**config.mk**
```make
export PLATFORM = sky130hd
export DESIGN_NAME = snn_output_serializer
export DESIGN_NICKNAME = d
export VERILOG_FILES = /design/src/rtl/snn_ser_pkg.sv /design/src/rtl/snn_output_serializer.sv
export SDC_FILE = /design/constraint.sdc
export NUM_CORES = 1
export LEC_CHECK = 0
export ABC_AREA = 1
export CELL_PAD_IN_SITES_DETAIL_PLACEMENT = 2
export CELL_PAD_IN_SITES_GLOBAL_PLACEMENT = 2
export CORE_AREA = 10 10 188 190
export CTS_CLUSTER_DIAMETER = 120
export DETAILED_ROUTE_END_ITERATION = 6
export DIE_AREA = 0 0 198 200
export PLACE_DENSITY = 0.77
export SLEW_MARGIN = 20
export SYNTH_ARGS = -nofsm -noshare
export SYNTH_HDL_FRONTEND = slang
export SYNTH_SLANG_ARGS = --single-unit
```
**constraint.sdc**
```tcl
create_clock -name clk -period 2.2 [get_ports clk]
set_input_delay 0.22 -clock clk [delete_from_list [all_inputs] [get_ports clk]]
set_output_delay 0.22 -clock clk [all_outputs]
set_load 0.02 [all_outputs]
```
**src/rtl/snn_ser_pkg.sv**
```systemverilog
// Shared types and sizing helpers for the SNN output serializer.
// SNN_SER_CHECKSUM_EN appends an XOR checksum byte to every frame.
package snn_ser_pkg;

    localparam logic [7:0]  HEADER_DEFAULT = 8'hA5;
    // header, seq and the three spike vectors precede the membrane bytes
    localparam int unsigned HDR_BYTES      = 5;

`ifdef SNN_SER_CHECKSUM_EN
    localparam bit CHECKSUM_EN = 1'b1;
`else
    localparam bit CHECKSUM_EN = 1'b0;
`endif

    typedef enum logic {
        IDLE = 1'b0,
        SEND = 1'b1
    } state_t;

    typedef struct packed {
        logic [7:0] l1;
        logic [7:0] l2;
        logic [7:0] out_l;
    } spikes_t;

    function automatic int unsigned memb_bytes(input int unsigned n, input int unsigned w);
        return (n * w + 7) / 8;
    endfunction

    function automatic int unsigned frame_len(input int unsigned n, input int unsigned w,
                                              input bit chk);
        return HDR_BYTES + memb_bytes(n, w) + (chk ? 1 : 0);
    endfunction

    function automatic int unsigned byte_idx_width(input int unsigned len);
        return (len < 2) ? 1 : $clog2(len);
    endfunction

endpackage

```
**src/rtl/snn_output_serializer.sv**
```systemverilog
// Captures one SNN result snapshot per data_ready and streams it as a byte frame.
// Optional checksum byte enabled by SNN_SER_CHECKSUM_EN.
module snn_output_serializer
    import snn_ser_pkg::*;
#(
    parameter int unsigned NUM_NEURONS = 24,
    parameter int unsigned MP_WIDTH    = 5,
    parameter logic [7:0]  HEADER_BYTE = HEADER_DEFAULT
) (
    input  logic                            clk,
    input  logic                            reset,
    input  logic                            enable,
    input  logic                            data_ready,
    input  logic [NUM_NEURONS*MP_WIDTH-1:0] membrane_potential_in,
    input  logic [7:0]                      spikes_layer1,
    input  logic [7:0]                      spikes_layer2,
    input  logic [7:0]                      spikes_out,
    output logic [7:0]                      out_data,
    output logic                            out_valid,
    input  logic                            out_ready,
    output logic                            busy,
    output logic                            frame_done,
    output logic                            overflow,
    input  logic                            clear_overflow
);

    localparam int unsigned MEMB_BYTES = memb_bytes(NUM_NEURONS, MP_WIDTH);
    localparam int unsigned MEMB_W     = MEMB_BYTES * 8;
    localparam int unsigned FRAME_LEN  = frame_len(NUM_NEURONS, MP_WIDTH, CHECKSUM_EN);
    localparam int unsigned IDX_W      = byte_idx_width(FRAME_LEN);
    localparam logic [IDX_W-1:0] LAST_IDX  = IDX_W'(FRAME_LEN - 1);
    localparam logic [IDX_W-1:0] MEMB_BASE = IDX_W'(HDR_BYTES);

    state_t              state, state_d;
    logic [IDX_W-1:0]    byte_idx, idx_d, nxt_idx;
    logic [7:0]          seq, seq_d;
    logic [7:0]          data_d, next_byte;
    logic                valid_d, busy_d, done_d, ovf_d, ovf_set;
    logic                capture, accept, last_accept, snap;
    spikes_t             sh_spikes, spikes_d;
    logic [MEMB_W-1:0]   sh_memb, memb_d;
`ifdef SNN_SER_CHECKSUM_EN
    logic [7:0]          chk_q, chk_d;
`endif

    // State, shadow snapshot and registered outputs
    always_ff @(posedge clk) begin
        if (reset) begin
            state      <= IDLE;
            byte_idx   <= '0;
            seq        <= '0;
            out_data   <= '0;
            out_valid  <= 1'b0;
            busy       <= 1'b0;
            frame_done <= 1'b0;
            overflow   <= 1'b0;
            sh_spikes  <= '0;
            sh_memb    <= '0;
`ifdef SNN_SER_CHECKSUM_EN
            chk_q      <= '0;
`endif
        end else begin
            state      <= state_d;
            byte_idx   <= idx_d;
            seq        <= seq_d;
            out_data   <= data_d;
            out_valid  <= valid_d;
            busy       <= busy_d;
            frame_done <= done_d;
            overflow   <= ovf_d;
            sh_spikes  <= spikes_d;
            sh_memb    <= memb_d;
`ifdef SNN_SER_CHECKSUM_EN
            chk_q      <= chk_d;
`endif
        end
    end

    // Next-state, byte selection and overflow logic
    always_comb begin
        state_d   = state;
        idx_d     = byte_idx;
        seq_d     = seq;
        data_d    = out_data;
        valid_d   = out_valid;
        done_d    = 1'b0;
        ovf_set   = 1'b0;
        capture   = 1'b0;
        spikes_d  = sh_spikes;
        memb_d    = sh_memb;

        accept      = out_valid & out_ready;
        last_accept = accept & (byte_idx == LAST_IDX);
        snap        = enable & data_ready;

        // Byte that follows the one currently presented
        nxt_idx   = byte_idx + IDX_W'(1);
        next_byte = 8'(sh_memb >> {nxt_idx - MEMB_BASE, 3'b000});
        if (nxt_idx == IDX_W'(1))      next_byte = seq;
        else if (nxt_idx == IDX_W'(2)) next_byte = sh_spikes.l1;
        else if (nxt_idx == IDX_W'(3)) next_byte = sh_spikes.l2;
        else if (nxt_idx == IDX_W'(4)) next_byte = sh_spikes.out_l;
`ifdef SNN_SER_CHECKSUM_EN
        chk_d = chk_q;
        if (nxt_idx == LAST_IDX) next_byte = chk_q ^ out_data;
`endif

        case (state)
            IDLE: capture = snap;
            SEND: begin
                if (last_accept) begin
                    done_d = 1'b1;
                    seq_d  = seq + 8'd1;
                    if (snap) begin
                        capture = 1'b1;
                    end else begin
                        state_d = IDLE;
                        valid_d = 1'b0;
                    end
                end else if (accept) begin
                    idx_d  = nxt_idx;
                    data_d = next_byte;
`ifdef SNN_SER_CHECKSUM_EN
                    chk_d  = chk_q ^ out_data;
`endif
                end
                ovf_set = snap & ~last_accept;
            end
            default: state_d = IDLE;
        endcase

        // A capture at the end of a frame chains straight into the next header
        if (capture) begin
            state_d  = SEND;
            idx_d    = '0;
            data_d   = HEADER_BYTE;
            valid_d  = 1'b1;
            spikes_d = '{l1: spikes_layer1, l2: spikes_layer2, out_l: spikes_out};
            memb_d   = MEMB_W'(membrane_potential_in);
`ifdef SNN_SER_CHECKSUM_EN
            chk_d    = '0;
`endif
        end

        ovf_d  = (overflow & ~clear_overflow) | ovf_set;
        busy_d = (state_d == SEND);
    end

endmodule

```
==> results.sh, run 1 <==
export IMPL_startpoint_type="flop"
export IMPL_nFillCells=3639
export IMPL_wl_um=33230
export IMPL_route_detailed_drc=0
export IMPL_hold_start="membrane_potential_in[106]"
export IMPL_cts_root_buf="clkbuf_16"
export IMPL_clkSinkCount=169
export IMPL_synth_area_top_cells="dfxtp_1 43%, nand2_1 14%, nor2_1 12%"
export IMPL_p_sw_frac=0.2753
export IMPL_ys_types=29
export IMPL_core_um2=31390
export IMPL_critPathCaptureType="flop"
export IMPL_drt_iter0_markers=443
export IMPL_via_per_inst=4.761
export IMPL_clkPwrFrac=0.405
export IMPL_fin_util=0.3502
export IMPL_synth_flop_cell="dfxtp_1"
export IMPL_syn_area_um2=7830
export IMPL_netlist_instances=1170
export IMPL_yosysTopAreaCell="dfxtp_1"
export IMPL_hold_viol=0
export IMPL_p_seq_frac=0.460
export IMPL_post_synth_cell_area_avg_um2=6.692
export IMPL_leakagePower_nw=4.544
export IMPL_ys_warn_count=0
export IMPL_cts_tree="built"
export IMPL_numCtsBuffers=17
export IMPL_place_gp_congestion=0.8034
export IMPL_grt_setup_unrepaired="yes"
export IMPL_async_flop_share=0
export IMPL_io_pin_count=162
export IMPL_routedWlPerCell_um=19.18
export IMPL_setup_ws_ps=36.37
export IMPL_ys_ff_latch=169
export IMPL_synth_edf_count=0
export IMPL_fin_worst_skew_ps=10.31
export IMPL_clock_latency_ps=430
export IMPL_crit_fanout=8
export IMPL_hold_class="in -> reg"
export IMPL_synth_fp_nets=1325
export IMPL_crit_start="byte_idx[0]"
export IMPL_grt_pass1_vias=8876
export IMPL_max_freq_mhz=462.2
export IMPL_worstHoldPathCells=3
export IMPL_switching_power_mw=2.008
export IMPL_dr_pass1_iters=4
export IMPL_rr_startpoint="byte_idx[0]"
export IMPL_antenna_found_initial=0
export IMPL_peakVddDrop_mv=0.5087
export IMPL_arrival_ps=2520
export IMPL_p_int_mw=5.285
export IMPL_die_y_um=200
export IMPL_layout_drive_gt1_share=0.1157
export IMPL_grt_max_degree=103
export IMPL_grt_ovfl_total=0
export IMPL_worstRegToRegCells=14
export IMPL_clockBufferDepth=2
export IMPL_setup_tns_ps=0
export IMPL_dr_total_vias=8251
export IMPL_finalCritPeriodShare=0.9835
export IMPL_status="complete, no violations"
export IMPL_area_delta_synth_final_pct=40.41
export IMPL_io_buffers=161
export IMPL_setup_viol=0
export IMPL_p_total_mw=7.293
export IMPL_dieArea_um2=39600
export IMPL_initial_utilization=0.2494
export IMPL_finalCriticalPeriod_ps=2164
export IMPL_ys_seq_area_frac=0.4321
export IMPL_cp_required_ps=2560
export IMPL_nets=1474
export IMPL_diodes=0
export IMPL_p_per_area_nw_per_um2=663.3
export IMPL_worstMarginPinSlew_ps=452.1
export IMPL_die_x_um=198
export IMPL_synth_common_cells="286 x nand2_1, 251 x nor2_1, 169 x dfxtp_1, 153 x o21ai_0, 70 x a21oi_1"
export IMPL_ant_nets=0
export IMPL_yosys_cell_count_top_type="nand2_1"
export IMPL_grt_pass1_wl_um=49850
export IMPL_relSlewSlack=0.6986
export IMPL_worst_setup_path_type="reg -> reg"
export IMPL_htree_levels=4
export IMPL_pwr_share_comb=0.136
export IMPL_grt_util_all_layers=0.1594
export IMPL_netlist_area_leader_share=0.4321
export IMPL_hpwl_um=22860
export IMPL_maxSlewViolCount=0
export IMPL_place_ws_ps=-23.37
export IMPL_maxCapViolations=0
export IMPL_clk_pin_slew_ps=70
export IMPL_row_count=65
## cells in the final DEF, fill, tap and decap left out, types with 5 or more instances in the layout
master           Yosys  final
nand2_2              6     26
a21oi_1             70     69
nand2_1            286    262
buf_12               0     14
buf_4               20     25
clkdlybuf4s50_1      0    161
nand4_1              5      5
dfxtp_1            169    165
nor2_1             251    250
nand3_1             68     50
o21ai_1              5      5
inv_1               45     43
clkbuf_16            0     22
a21oi_2              4      5
nand2_4              2      6
o21ai_0            153    153
nand3_2              0     14
## layout make-up
| class | count | area [um2] | area share |
|---|---|---|---|
| Clock buffer | 18 | 429.2 | 0.03903 |
| Clock inverter | 13 | 120.1 | 0.01093 |
| Inverter | 52 | 209.0 | 0.01901 |
| Multi-Input combinational cell | 871 | 4069 | 0.3701 |
| Sequential cell | 169 | 3393 | 0.3086 |
| Tap cell | 402 | 503.0 | 0.04575 |
| Timing Repair Buffer | 208 | 2271 | 0.2066 |
## sequential cells by signal, indices dropped and copies added, names as in the netlist
| signal | cells |
|---|---|
| frame_done | 1 |
| overflow | 1 |
| sh_memb | 120 |
| out_data | 8 |
| sh_spikes | 24 |
| out_valid | 1 |
| byte_idx | 5 |
| seq | 8 |
| state | 1 |
## worst max-delay path, stage by stage, from the launching register on
cell and delay (ps):
dfxtp_4 400, ha_4 200, buf_4 150, nand2_4 90, nand2_2 80, inv_2 80, nand2_4 90, nor3_4 320
buf_12 170, a21oi_1 70, nand2_2 120, nand2_2 70, nand2_2 80, nand2_1 50, a21oi_1 110
## what timing repair did
item | in CTS | in global routing
setup buffers | 0 | 10
pin swaps | 0 | 26
setup endpoints to repair | 1 | 10
hold buffers | 0 | 0
gates cloned | 1 | 5
gates resized for setup | 6 | 63
## final timing paths
check	slack (ps)	endpoint
min reg2reg	470	out_data[6]
min	370	sh_memb[106]
max	40	out_data[3]
max reg2reg	40	out_data[3]
## metal layers
layer,GRT usage,part of all wire
met4,0.03616,0.0093
met5,0,0
met2,0.2761,0.50
met1,0.2017,0.45
met3,0.02830,0.036
## power by group through the flow
| stage | clock [mW] | combinational [mW] | sequential, mW |
|---|---|---|---|
| 2_1_floorplan | 0 | 0.446 | 3.39 |
| 3_3_place_gp | 0 | 0.932 | 3.42 |
| 3_5_place_dp | 0 | 0.952 | 3.42 |
| 4_1_cts | 3.01 | 0.966 | 3.35 |
| 5_1_grt | 3.17 | 1.11 | 3.38 |
| 6_report | 2.95 | 0.989 | 3.35 |
## metrics by stage
| step | cell area (um2) | cells | hold slack [ps] |
|---|---|---|---|
| floorplan | 7833 | 1170 | 354.9 |
| detailed placement | 9945 | 1687 | 451.8 |
| CTS | 10540 | 1719 | 362.3 |
| global placement | 9945 | 1687 | 442.6 |
| global route | 10990 | 1733 | 394.5 |
| finish | 10990 | 1733 | 373.0 |
## logic make-up after synthesis
kind of cell | Yosys count | share of synthesized area
AO/OA/AOI/OAI | 233 | 0.1510
adder cells (fa/ha/maj) | 5 | 0.007990
buffers and inverters | 130 | 0.07990
flip-flops | 169 | 0.4321
AND/OR/NAND/NOR | 633 | 0.3290
Note: power is estimated with default switching activity, not from simulation.
==> run 2, diff against run 1 <==
--- a/config.mk
+++ b/config.mk
@@ -8,11 +8,11 @@
 export ABC_AREA = 1
 export CELL_PAD_IN_SITES_DETAIL_PLACEMENT = 2
 export CELL_PAD_IN_SITES_GLOBAL_PLACEMENT = 2
-export CORE_AREA = 10 10 188 190
+export CORE_AREA = 10 10 170 211
 export CTS_CLUSTER_DIAMETER = 120
 export DETAILED_ROUTE_END_ITERATION = 6
-export DIE_AREA = 0 0 198 200
-export PLACE_DENSITY = 0.77
+export DIE_AREA = 0 0 180 221
+export PLACE_DENSITY = 0.76
 export SLEW_MARGIN = 20
 export SYNTH_ARGS = -nofsm -noshare
 export SYNTH_HDL_FRONTEND = slang
==> constraint.sdc (replaced) <==
create_clock -name clk -period 1.9 [get_ports clk]
set_input_delay 0.19 -clock clk [delete_from_list [all_inputs] [get_ports clk]]
set_output_delay 0.19 -clock clk [all_outputs]
set_load 0.02 [all_outputs]
==> run 2 against run 1 <==
Compared with the run above:
- the run now ends with negative setup slack left
- count of clock-buffer cells in the layout decreased by 1
- combinational power increased by 58%
- utilization increased by 4.3 points
==> results.sh, run 2 (synthesis results as in run 1) <==
export IMPL_status="finished with violations"
export IMPL_violations="negative setup slack"
export IMPL_detailed_place_area_um2=10090
export IMPL_row_count=73
export IMPL_worstHoldPathCells=3
export IMPL_grt_setup_unrepaired="yes"
export IMPL_drt_iter0_markers=410
export IMPL_design_area_um2=12450
export IMPL_place_gp_congestion=0.8095
export IMPL_nFillCells=3541
export IMPL_crit_start="byte_idx[0]"
export IMPL_leakagePower_nw=5.024
export IMPL_wl_um=38270
export IMPL_die_y_um=221
export IMPL_routedWlPerCell_um=21.39
export IMPL_area_delta_synth_final_pct=59.04
export IMPL_dr_total_vias=8695
export IMPL_clock_latency_ps=450
export IMPL_dieArea_um2=39780
export IMPL_hold_start="membrane_potential_in[42]"
export IMPL_busiest_layer="met2"
export IMPL_route_detailed_drc=0
export IMPL_hold_class="in -> reg"
export IMPL_final_cell_mix="231 x nand2_1, 189 x nor2_1, 166 x dfxtp_1"
export IMPL_htree_levels=4
export IMPL_fin_util=0.3929
export IMPL_largest_register="sh_memb"
export IMPL_io_pin_count=162
export IMPL_cts_tree="built"
export IMPL_ant_nets=0
export IMPL_initial_utilization=0.2470
export IMPL_worstMarginPinSlew_ps=339.5
export IMPL_p_per_area_nw_per_um2=726.6
export IMPL_setup_ws_ps=-308.6
export IMPL_relSlewSlack=0.7713
export IMPL_fin_worst_skew_ps=9.906
export IMPL_worstRegToRegCells=14
export IMPL_cts_root_buf="clkbuf_16"
export IMPL_grt_met2_usage=0.2859
export IMPL_finalCritPeriodShare=1.162
export IMPL_grt_pass1_wl_um=49400
export IMPL_setup_tns_ps=-23790
export IMPL_clkSinkCount=169
export IMPL_grt_max_degree=74
export IMPL_maxCapViolations=0
export IMPL_mostFrequentLayoutCell="nand2_1"
export IMPL_cp_required_ps=2280
export IMPL_core_um2=31690
export IMPL_r2r_end="sh_memb[83]"
export IMPL_crit_fanout=6
export IMPL_grt_util_all_layers=0.1526
export IMPL_rr_startpoint="byte_idx[0]"
export IMPL_peakVddDrop_mv=0.5799
export IMPL_maxSlewViolCount=0
export IMPL_dr_pass1_iters=6
export IMPL_reg_top3="sh_memb (120), sh_spikes (24)"
export IMPL_nets=1518
export IMPL_grt_ovfl_total=0
export IMPL_dpl_cell_count=1709
export IMPL_ctsHoldBuffers=0
export IMPL_setup_viol=158
export IMPL_max_freq_mhz=452.8
export IMPL_clk_pin_slew_ps=80
export IMPL_hold_viol=0
export IMPL_via_per_inst=4.860
export IMPL_hpwl_um=22270
export IMPL_stdcell_count=1789
export IMPL_grt_pass1_vias=8976
export IMPL_antenna_found_initial=2
export IMPL_critPathCaptureType="flop"
export IMPL_grtUsageMet3=0.02482
export IMPL_finalCriticalPeriod_ps=2209
export IMPL_layout_drive_gt1_share=0.2471
export IMPL_startpoint_type="flop"
export IMPL_die_x_um=180
export IMPL_clockBufferDepth=2
export IMPL_largest_reg_flops=120
export IMPL_reg2reg_slack_ps=-310
export IMPL_place_ws_ps=-221.9
export IMPL_arrival_ps=2580
export IMPL_min_to="sh_memb[42]"
export IMPL_io_buffers=161
export IMPL_met1_usage=0.1753
export IMPL_worst_setup_path_type="reg -> reg"
export IMPL_numCtsBuffers=17
run 2: cell types whose count changed in the layout (fill, tap and decap cells not counted), moves of 9 or more:
cell	before	now
a21oi_2	5	16
nand2_1	262	231
nor2_2	1	38
nand2_2	26	56
nor2_4	2	26
o21ai_0	153	84
o21ai_2	0	26
nor2_1	250	189
clkbuf_16	22	38
buf_12	14	24
o21ai_1	5	47
a21oi_1	69	56
buf_6	1	10
run 2: worst max-delay path by stage:
stage / to / slack [ps] / depth (start not counted)
6_report: sh_memb[83] / -310 / 14
5_1_grt: sh_memb[83] / -430 / 14
4_1_cts: out_data[3] / -140 / 15
3_5_place_dp: out_data[3] / -220 / 14
3_3_place_gp: out_data[3] / -160 / 15
2_1_floorplan: out_data[0] / 4 / 18
run 2: per-stage QoR:
step / power (mW) / hold slack [ps]
after global placement: 5.013 / 441.0
after detailed placement: 5.047 / 450.7
after global routing: 9.418 / 336.4
after floorplan: 4.447 / 324.9
final: 9.049 / 323.7
after CTS: 8.646 / 312.9
run 2: what timing repair did:
action,in CTS,in global routing
pin swaps,5,83
endpoints found under the setup margin,131,157
resized for setup,32,302
gates cloned,1,33
buffers inserted,2,12
run 2: worst max-delay path, stage by stage (launching register included):
cell       delay [ps]
dfxtp_4           390
ha_4              180
buf_12            110
inv_6              40
nor2_2             80
nand4_1           130
inv_2             140
nor2_4             60
nor2_4            200
buf_6             170
buf_4             120
clkbuf_16         130
buf_8             130
o21ai_1            70
nor2_1            180
run 2: layout make-up:
class	count	area [um2]	area share
Multi-Input combinational cell	871	4609	0.3701
Sequential cell	169	3392	0.2724
Timing Repair Buffer	252	3123	0.2508
Tap cell	412	515.5	0.04139
Clock buffer	17	425.4	0.03416
Inverter	52	222.7	0.01788
Clock inverter	15	162.7	0.01306
Antenna cell	1	2.502	0.0002009
run 2: metal layers:
| metal | part of all wire | routed length, um |
|---|---|---|
| met1 | 0.41 | 15640 |
| met3 | 0.027 | 1033 |
| met2 | 0.54 | 20640 |
| met5 | 0 | 0 |
| met4 | 0.025 | 954 |
run 2: power breakdown:
group	internal (mW)	leakage (nW)	switching, mW	total (mW)
registers	3.76	1.39	0.128	3.89
clock network	1.86	0.282	1.73	3.60
logic	0.773	3.35	0.789	1.56
total	6.40	5.02	2.65	9.05
